**src/rtl/rf_access_pkg.sv**
```systemverilog
// Shared opcodes, FSM state encoding and width defaults for the register-file access controller.
package rf_access_pkg;

    localparam int DW_DEF = 4;
    localparam int AW_DEF = 4;

    typedef logic [2:0] op_t;
    typedef logic [2:0] state_t;

    localparam op_t OP_NOP   = 3'd0;
    localparam op_t OP_WRITE = 3'd1;
    localparam op_t OP_READ  = 3'd2;
    localparam op_t OP_COPY  = 3'd3;
    localparam op_t OP_ADD   = 3'd4;
    localparam op_t OP_CLEAR = 3'd5;

    localparam state_t ST_IDLE = 3'd0;
    localparam state_t ST_RD   = 3'd1;
    localparam state_t ST_CAP  = 3'd2;
    localparam state_t ST_WR   = 3'd3;
    localparam state_t ST_CLR  = 3'd4;
    localparam state_t ST_RSP  = 3'd5;

    function automatic logic op_is_reserved(input op_t op);
        return op > OP_CLEAR;
    endfunction

endpackage

```
**src/rtl/rf_acc_alu.sv**
```systemverilog
// Combinational DW-bit adder with carry-out for the ADD command.
// Define RF_ACC_SAT_EN to saturate to all-ones on overflow instead of wrapping.
module rf_acc_alu #(
    parameter int DW = 4
) (
    input  logic [DW-1:0] a,
    input  logic [DW-1:0] b,
    output logic [DW-1:0] sum,
    output logic          carry
);

    logic [DW:0] full;

    always_comb begin
        full  = {1'b0, a} + {1'b0, b};
        carry = full[DW];
`ifdef RF_ACC_SAT_EN
        sum   = full[DW] ? {DW{1'b1}} : full[DW-1:0];
`else
        sum   = full[DW-1:0];
`endif
    end

endmodule

```
**src/rtl/rf_access_ctrl.sv**
```systemverilog
// Valid/ready command initiator for the 16x4 register file; one response per command.
// Optional build macro RF_ACC_SAT_EN selects saturating ADD (see rf_acc_alu).
module rf_access_ctrl
    import rf_access_pkg::*;
#(
    parameter int DW = DW_DEF,
    parameter int AW = AW_DEF
) (
    input  logic          clk,
    input  logic          rst_n,
    input  logic          cmd_valid,
    output logic          cmd_ready,
    input  logic [2:0]    cmd_op,
    input  logic [AW-1:0] cmd_ra,
    input  logic [AW-1:0] cmd_rb,
    input  logic [AW-1:0] cmd_rw,
    input  logic [DW-1:0] cmd_data,
    output logic          rsp_valid,
    input  logic          rsp_ready,
    output logic [DW-1:0] rsp_a,
    output logic [DW-1:0] rsp_b,
    output logic          rsp_carry,
    output logic          rsp_err,
    output logic          rf_rst,
    output logic          rf_we,
    output logic [AW-1:0] rf_ra,
    output logic [AW-1:0] rf_rb,
    output logic [AW-1:0] rf_rw,
    output logic [DW-1:0] rf_busw,
    input  logic [DW-1:0] rf_busa,
    input  logic [DW-1:0] rf_busb
);

    state_t        state_q, state_d;
    op_t           op_q, op_d;
    logic [AW-1:0] ra_q, ra_d, rb_q, rb_d, rw_q, rw_d;
    logic [DW-1:0] data_q, data_d;
    logic [DW-1:0] opa_q, opa_d, opb_q, opb_d;
    logic          carry_q, carry_d;

    logic          cmd_ready_q, cmd_ready_d;
    logic          rsp_valid_q, rsp_valid_d;
    logic [DW-1:0] rsp_a_q, rsp_a_d, rsp_b_q, rsp_b_d;
    logic          rsp_carry_q, rsp_carry_d, rsp_err_q, rsp_err_d;
    logic          rf_rst_q, rf_rst_d, rf_we_q, rf_we_d;
    logic [AW-1:0] rf_ra_q, rf_ra_d, rf_rb_q, rf_rb_d, rf_rw_q, rf_rw_d;
    logic [DW-1:0] rf_busw_q, rf_busw_d;

    logic          accept;
    logic [DW-1:0] alu_sum;
    logic          alu_carry;

    rf_acc_alu #(.DW(DW)) u_alu (
        .a     (rf_busa),
        .b     (rf_busb),
        .sum   (alu_sum),
        .carry (alu_carry)
    );

    // cmd_ready_q is high only in IDLE, so it doubles as the "may accept" qualifier.
    assign accept = cmd_valid && cmd_ready_q;

    always_comb begin
        // NOTE: every always_comb output gets a default first so no path leaves it unassigned (no latch).
        state_d = state_q;
        case (state_q)
            ST_IDLE: begin
                if (accept) begin
                    case (cmd_op)
                        OP_WRITE:                  state_d = ST_WR;
                        OP_READ, OP_COPY, OP_ADD:  state_d = ST_RD;
                        OP_CLEAR:                  state_d = ST_CLR;
                        default:                   state_d = ST_RSP;
                    endcase
                end
            end
            ST_RD:   state_d = ST_CAP;
            ST_CAP:  state_d = (op_q == OP_READ) ? ST_RSP : ST_WR;
            ST_WR:   state_d = ST_RSP;
            ST_CLR:  state_d = ST_RSP;
            ST_RSP:  if (rsp_ready) state_d = ST_IDLE;
            default: state_d = ST_IDLE;
        endcase
    end

    always_comb begin
        op_d   = op_q;
        ra_d   = ra_q;
        rb_d   = rb_q;
        rw_d   = rw_q;
        data_d = data_q;
        if (accept) begin
            op_d   = cmd_op;
            ra_d   = cmd_ra;
            rb_d   = cmd_rb;
            rw_d   = cmd_rw;
            data_d = cmd_data;
        end

        // Operand registers hold the result to be written back and reported (sum for ADD).
        opa_d   = opa_q;
        opb_d   = opb_q;
        carry_d = carry_q;
        if (state_q == ST_CAP) begin
            opa_d   = (op_q == OP_ADD) ? alu_sum : rf_busa;
            opb_d   = rf_busb;
            carry_d = (op_q == OP_ADD) && alu_carry;
        end
    end

    // Outputs are registered from the next state so each one is valid for the whole state cycle.
    always_comb begin
        cmd_ready_d = (state_d == ST_IDLE);
        rsp_valid_d = (state_d == ST_RSP);
        rf_rst_d    = (state_d == ST_CLR);
        rf_we_d     = (state_d == ST_WR);
        rf_ra_d     = (state_d == ST_RD) ? ra_d : '0;
        rf_rb_d     = (state_d == ST_RD) ? rb_d : '0;
        rf_rw_d     = rf_we_d ? rw_d : '0;
        rf_busw_d   = '0;
        if (rf_we_d) rf_busw_d = (op_d == OP_WRITE) ? data_d : opa_d;

        rsp_a_d     = '0;
        rsp_b_d     = '0;
        rsp_carry_d = 1'b0;
        rsp_err_d   = 1'b0;
        if (rsp_valid_d) begin
            case (op_d)
                OP_READ: begin
                    rsp_a_d = opa_d;
                    rsp_b_d = opb_d;
                end
                OP_COPY: rsp_a_d = opa_d;
                OP_ADD: begin
                    rsp_a_d     = opa_d;
                    rsp_carry_d = carry_d;
                end
                default: rsp_err_d = op_is_reserved(op_d);
            endcase
        end
    end

    always_ff @(posedge clk) begin
        // NOTE: non-blocking assignments for all state so every flop samples pre-edge values.
        if (!rst_n) begin
            state_q     <= ST_IDLE;
            op_q        <= OP_NOP;
            ra_q        <= '0;
            rb_q        <= '0;
            rw_q        <= '0;
            data_q      <= '0;
            opa_q       <= '0;
            opb_q       <= '0;
            carry_q     <= 1'b0;
            cmd_ready_q <= 1'b0;
            rsp_valid_q <= 1'b0;
            rsp_a_q     <= '0;
            rsp_b_q     <= '0;
            rsp_carry_q <= 1'b0;
            rsp_err_q   <= 1'b0;
            rf_rst_q    <= 1'b1;
            rf_we_q     <= 1'b0;
            rf_ra_q     <= '0;
            rf_rb_q     <= '0;
            rf_rw_q     <= '0;
            rf_busw_q   <= '0;
        end else begin
            state_q     <= state_d;
            op_q        <= op_d;
            ra_q        <= ra_d;
            rb_q        <= rb_d;
            rw_q        <= rw_d;
            data_q      <= data_d;
            opa_q       <= opa_d;
            opb_q       <= opb_d;
            carry_q     <= carry_d;
            cmd_ready_q <= cmd_ready_d;
            rsp_valid_q <= rsp_valid_d;
            rsp_a_q     <= rsp_a_d;
            rsp_b_q     <= rsp_b_d;
            rsp_carry_q <= rsp_carry_d;
            rsp_err_q   <= rsp_err_d;
            rf_rst_q    <= rf_rst_d;
            rf_we_q     <= rf_we_d;
            rf_ra_q     <= rf_ra_d;
            rf_rb_q     <= rf_rb_d;
            rf_rw_q     <= rf_rw_d;
            rf_busw_q   <= rf_busw_d;
        end
    end

    assign cmd_ready = cmd_ready_q;
    assign rsp_valid = rsp_valid_q;
    assign rsp_a     = rsp_a_q;
    assign rsp_b     = rsp_b_q;
    assign rsp_carry = rsp_carry_q;
    assign rsp_err   = rsp_err_q;
    assign rf_rst    = rf_rst_q;
    assign rf_we     = rf_we_q;
    assign rf_ra     = rf_ra_q;
    assign rf_rb     = rf_rb_q;
    assign rf_rw     = rf_rw_q;
    assign rf_busw   = rf_busw_q;

endmodule

```
**config.mk**
```make
export PLATFORM = sky130hd
export DESIGN_NAME = rf_access_ctrl
export DESIGN_NICKNAME = d
export VERILOG_FILES = /design/src/rtl/rf_access_pkg.sv /design/src/rtl/rf_acc_alu.sv /design/src/rtl/rf_access_ctrl.sv
export SDC_FILE = /design/constraint.sdc
export NUM_CORES = 1
export LEC_CHECK = 0
export CELL_PAD_IN_SITES_DETAIL_PLACEMENT = 1
export CELL_PAD_IN_SITES_GLOBAL_PLACEMENT = 1
export CORE_MARGIN = 2
export CORE_UTILIZATION = 33
export CTS_CLUSTER_SIZE = 14
export DETAILED_ROUTE_END_ITERATION = 16
export GPL_TIMING_DRIVEN = 0
export PLACE_DENSITY_LB_ADDON = 0.1
export SLEW_MARGIN = 20
export SYNTH_ARGS = -nofsm -noshare
export SYNTH_HDL_FRONTEND = slang
export SYNTH_SLANG_ARGS = --single-unit
```
**constraint.sdc**
```tcl
create_clock -name clk -period 1.69 [get_ports clk]
set_input_delay 0.169 -clock clk [delete_from_list [all_inputs] [get_ports clk]]
set_output_delay 0.169 -clock clk [all_outputs]
set_load 0.03 [all_outputs]
```
Word level (Yosys, flattened, before mapping)
Cells that the tools add are included.
Operators by class
  equality and inequality tests: 20
  bitwise logic cells: 2
  reduce and logical (&&, ||, !) cells: 13
  muxes and demuxes: 15
  add/subtract/negate cells: 1
  $lt $le $gt $ge: 1
Operators with widths (count)
  2-to-1 mux 4 bit: 8
  == test 3 x 2 -> 1 bit (second input constant): 8
  == test 3 bit (second input constant): 8
  case mux 3 bit (5 select lines): 1
  == test 3 x 1 -> 1 bit (second input constant): 4
  2-to-1 mux 3 bit: 4
  case mux 3 bit (3 select lines): 1
  AND reduction 3 bit: 3
  logical NOT 3 bit: 2
  OR reduction 3 bit: 2
  adder 4 x 4 -> 5 bit: 1
  OR reduction 5 bit: 1
  AND reduction 2 bit: 2
  greater-than comparator 3 bit (second input constant): 1
  logical AND 1 bit: 2
  inverter 1 bit: 2
  OR reduction 2 bit: 1
  2-to-1 mux 1 bit: 1
Word-level totals
  output and inout bits: 30
  logic and storage cells: 73
  bits of input ports: 31
  register bits after elaboration: 61

Logic depth before layout (Yosys ltp)
  depth in word-level cells: 8
  mapped depth: 8
  mapped depth without buffers: 8

By module
A second synthesis with hierarchy kept.
Unflattened totals
  cells, all modules: 246
  area total of the unflattened synthesis: 2478.6 sq um
By module, submodules not included
  rf_access_ctrl: times used 1, seq. area each 1221.2 sq um, area an instance 2342.2 sq um, cells an instance 230
  rf_acc_alu: times used 1, seq. area each 0.0 sq um, area an instance 136.4 sq um, cells an instance 16

Worst setup path after synthesis
Ideal clock, no wire load.
  kind: reg-to-reg
  from: register cmd_ready_q, in the netlist cmd_ready
  to: register rsp_carry_q, in the netlist rsp_carry
  required time: 1602 ps
  path buffers: 0
  cell stages (with the launch flop): 6
  path slack: -158 ps
  arrival time: 1760 ps
  period minus slack after synthesis: 1848 ps
  setup time: 88 ps
  cell sequence: dfxtp_1 > nand2_1 > or4_4 > a221oi_4 > nand3b_4 > nor4_2
On the way
  word-level cells in the longest chain between the ends: 5
  elaborated cells on any way between the ends: 7
  those cells by class: eq/ne: 2; mux: 3; reduce/logical: 2
Ends and longest elaborated chain
  from (decl): line rf_access_ctrl.sv:41  | logic cmd_ready_q, cmd_ready_d;
  from (signal assigned): line rf_access_ctrl.sv:177  | cmd_ready_q <= cmd_ready_d;
  logical AND 1 bit *: line rf_access_ctrl.sv:61  | assign accept = cmd_valid && cmd_ready_q;
  2-to-1 mux 3 bit: line rf_access_ctrl.sv:68  | if (accept) begin
  case mux 3 bit (5 select lines): line rf_access_ctrl.sv:66  | case (state_q)
  == test 3 bit: line rf_access_ctrl.sv:114  | rsp_valid_d = (state_d == ST_RSP);
  AND reduction 3 bit (no source line) *
  to (signal assigned): line rf_access_ctrl.sv:181  | rsp_carry_q <= rsp_carry_d;
  to (decl): line rf_access_ctrl.sv:44  | logic rsp_carry_q, rsp_carry_d, rsp_err_q, rsp_err_d;
Mark *: on every way between the ends. The rest lies on a longest branch, timed or not.
A chain may end at the register's enable or synchronous reset.

Final worst setup path
  from: register state_q[0]
  to: register rsp_carry_q, in the netlist rsp_carry
On the way
  word-level cells in the longest chain between the ends: 5
  elaborated cells on any way between the ends: 13
  those cells by class: eq/ne: 6; mux: 4; reduce/logical: 3
Ends and longest elaborated chain
  from (decl): line rf_access_ctrl.sv:34  | state_t state_q, state_d;
  from (signal assigned): line rf_access_ctrl.sv:168  | state_q <= state_d;
  == test 3 bit / == test 3 x 2 -> 1 bit (equally long branches): line rf_access_ctrl.sv:66
  OR reduction 2 bit (no source line)
  case mux 3 bit (5 select lines): line rf_access_ctrl.sv:66
  == test 3 bit: line rf_access_ctrl.sv:114
  AND reduction 3 bit (no source line)
Parallel ways exist; a longest one is shown, timed or not.

==> summary.txt <==
Synthesis
  • Ranking of synthesized cells by instance count: 61 x dfxtp_1, 51 x nor2_1, 23 x mux2i_1
  • Top cell type's share of synthesized area: 0.5156
  • Synth cell types: 46
  • Post-synth net total: 273
  • Cells taking the most area after synthesis: dfxtp_1 52%, mux2i_1 9.7%, nor2_1 8.1%
  • Seq/Total Area, Yosys: 0.5156
  • Cell area after synthesis: between 2000 and 2500 um2
  • Cells after Synth: between 200 and 250
  • Post-synth EDFFs: 0
  • Most used DFF post-synth: dfxtp_1
  • YS warnings: 0
  • Count leader, synth: dfxtp_1
  • #FFs+latches synth: 61
  • Cell taking the most area after synthesis: dfxtp_1
  • Async set-reset flop share out of synthesis: 0
  • Avg Inst Size Synth: between 10 and 15 um2

Floorplan
  • Core area: ~7000 um2
  • DIE HEIGHT: approximately 89 um
  • DIE AREA: 7871 um2
  • IO Pins: a little over 60
  • Starting Density: 0.3448
  • Die X: 88.72 um
  • # rows: 30

GRT
  • First-pass GRT wire length: between 9000 and 10000 um
  • Initial antenna violation count: 0
  • Gr usage total: 0.1701
  • Vias in the first global route: roughly 2000
  • GRT overflow: 0
  • Largest net degree at the start of global routing: 11

Run
  • Max-cap violations: 0

STA
  • Highest clock rate: between 0.5 and 0.6 GHz
  • Max-slew violations: 0
  • Final WS setup: -200.3 ps
  • Tmin final: 1890 ps
  • Slew HR: 0.6104
  • Unrepaired setup endpoints after global routing: yes
  • Setup violators final: 34
  • Worst Max-Slew Pin Slew: between 500 and 600 ps
  • Clock skew: approximately 6.8 ps
  • Final Hold Viols: 0
  • Final cycle utilization of the critical path: 1.119

Worst setup path
  • Slowest-stage cell, CP: or4_4
  • Crit path DAT: around 2200 ps
  • Worst setup SP type: flop
  • CP cell instances: or4_4, a221oi_4, buf_4, nand3b_4, nor4_2
  • Worst path max stage delay: 570 ps
  • R2r startpoint: state_q[0]
  • Critical Path RT: 1950 ps
  • Nature of the critical path endpoint: flop
  • Origin of the worst setup path: state_q[0]
  • Critical path peak fanout: 7
  • CP Class: flop to flop

Power
  • VDD IR max: 0.5001 mV
  • Psw: roughly 1.4 mW
  • Seq pwr share: 0.390
  • Clock power frac: 0.287
  • P_int: between 2 and 3 mW
  • Gate power share: 0.323
  • Sw frac: 0.3248
  • Pleak: around 1.5 nW
  • P per Cell Area: roughly 1200 nW/um2

Cells and area
  • Layout cell share with drive strength beyond 1: 0.2378
  • P&R area growth vs syn: 53.09%
  • Number of fillers in the final layout: 765
  • Finished Layout Cells: 424
  • Layout net count: about 360
  • Diode count: 0

Route
  • DRC: 0
  • Total Wirelength: between 6000 and 7000 um
  • Initial DRC Count: 27
  • Via count of the routed design: a little under 2000
  • Routed Antenna Nets: 0
  • Vias per Instance: 4.670
  • WL/cell: approximately 15 um
  • 1st-pass router iterations: 4

Clocking
  • Clock tree buffer depth: 2
  • TritonCTS clock tree: built
  • H-tree depth: 3
  • Post-CTS Hold Buffers: 0
  • Clock sinks: roughly 60
  • Skew-Pair Late Insertion Delay: about 350 ps
  • TritonCTS Buffers: 9
  • Clock transition at path regs: about 70 ps
  • Root buffer cell: clkbuf_8

Place
  • Placed Instances: around 390
  • Dpl hpwl: between 4000 and 5000 um
  • Number of buffers added on ports: 60
  • Pre-CTS setup slack: -544.9 ps
  • Gpl congestion: approximately 0.80

Worst hold path
  • Worst Hold Class: input pin to flop
  • Min-delay src: rf_busb[0]

Status
  • Violated checks: negative setup slack
  • Status: finished, violations left
layout by cell type, fill, tap and decap left out, drive strengths merged, types with 4 or more instances in the layout:
master / instances
a21oi: 10
buf: 23
clkbuf: 11
clkdlybuf4s50: 56
dfxtp: 61
dlymetal6s2s: 4
ha: 5
inv: 9
mux2i: 23
nand2: 8
nand2b: 4
nor2: 51
nor2b: 5
nor3: 6
nor3b: 5
o21ai: 7
critical path: cells and delay by family (launching register included):
family / cells / cell delay, ps
AND/OR/NAND/NOR: 3 / 920
AO/OA/AOI/OAI: 1 / 350
flip-flops: 1 / 360
buffers and inverters: 1 / 180
layout make-up:
type                            count  area [um2]  share of cell area
Tap cell                           96       120.1             0.03313
Clock inverter                      5       52.55             0.01449
Clock buffer                       10       127.6             0.03520
Timing Repair Buffer               77       742.0              0.2046
Sequential cell                    61        1237              0.3413
Buffer                              7       43.79             0.01208
Multi-Input combinational cell    159        1269              0.3499
Inverter                            9       33.78            0.009317
kinds of logic after synthesis:
family                     after synthesis  synth area share
and+or+nand+nor                         93            0.2018
muxes                                   26            0.1115
AOI/OAI and AO/OA                       32            0.1014
adders and majority gates                6           0.03487
buffers and inverters                   16           0.02747
DFF                                     61            0.5156
xor gates and xnor gates                 2          0.007397
power groups by stage:
stage | Sequential (mW) | Combinational (mW) | Clock [mW]
6_report | 1.69 | 1.40 | 1.24
5_1_grt | 1.71 | 1.52 | 1.35
4_1_cts | 1.68 | 1.23 | 1.28
3_5_place_dp | 1.70 | 1.06 | 0
3_3_place_gp | 1.69 | 1.04 | 0
2_1_floorplan | 1.75 | 0.679 | 0
metrics by stage:
stage | area [um2] | hold WS (ps) | utilization | TNS [ps] | power [mW]
global route | 3626 | 174.3 | 0.5279 | -6362 | 4.583
global placement | 3093 | 470.4 | 0.4503 | -19590 | 2.739
floorplan | 2372 | 240.1 | - | -18.55 | 2.429
CTS | 3433 | 442.2 | 0.4998 | -3153 | 4.190
detailed placement | 3093 | 478.2 | 0.4503 | -21330 | 2.762
finish | 3626 | 149.5 | 0.5279 | -3026 | 4.328
routing by layer:
metal	vias up	track usage	wire, um
li1	987	-	-
met1	937	0.2116	2887
met2	45	0.2585	2926
met3	11	0.05784	327
met4	0	0.09229	113
met5	-	0	0
timing repair:
item                       4_1_cts  5_1_grt
pin swaps                        8        6
gates cloned                     0        0
setup endpoints to repair       48       41
resized for setup               24       29
setup buffers                    8        9
state kept, by name, summed over array words and instances, names as in the netlist:
signal / count
rf_rw: 4
state_q: 3
rf_busw: 4
rf_ra: 4
carry_q: 1
rb_q: 4
opb_q: 4
rf_rst: 1
rsp_carry: 1
rsp_a: 4
rsp_b: 4
cmd_ready: 1
op_q: 3
ra_q: 4
rf_rb: 4
opa_q: 4
rw_q: 4
rsp_valid: 1
data_q: 4
rsp_err: 1
rf_we: 1
path summary, 6_finish.rpt:
kind	slack (ps)	depth (start not counted)	endpoint
hold reg to reg	490	2	rf_rb[2]
setup / recovery	-200	5	rsp_carry
hold / removal	150	3	opb_q[0]
setup reg to reg	-200	5	rsp_carry
Power figures use the tool's default switching activity.
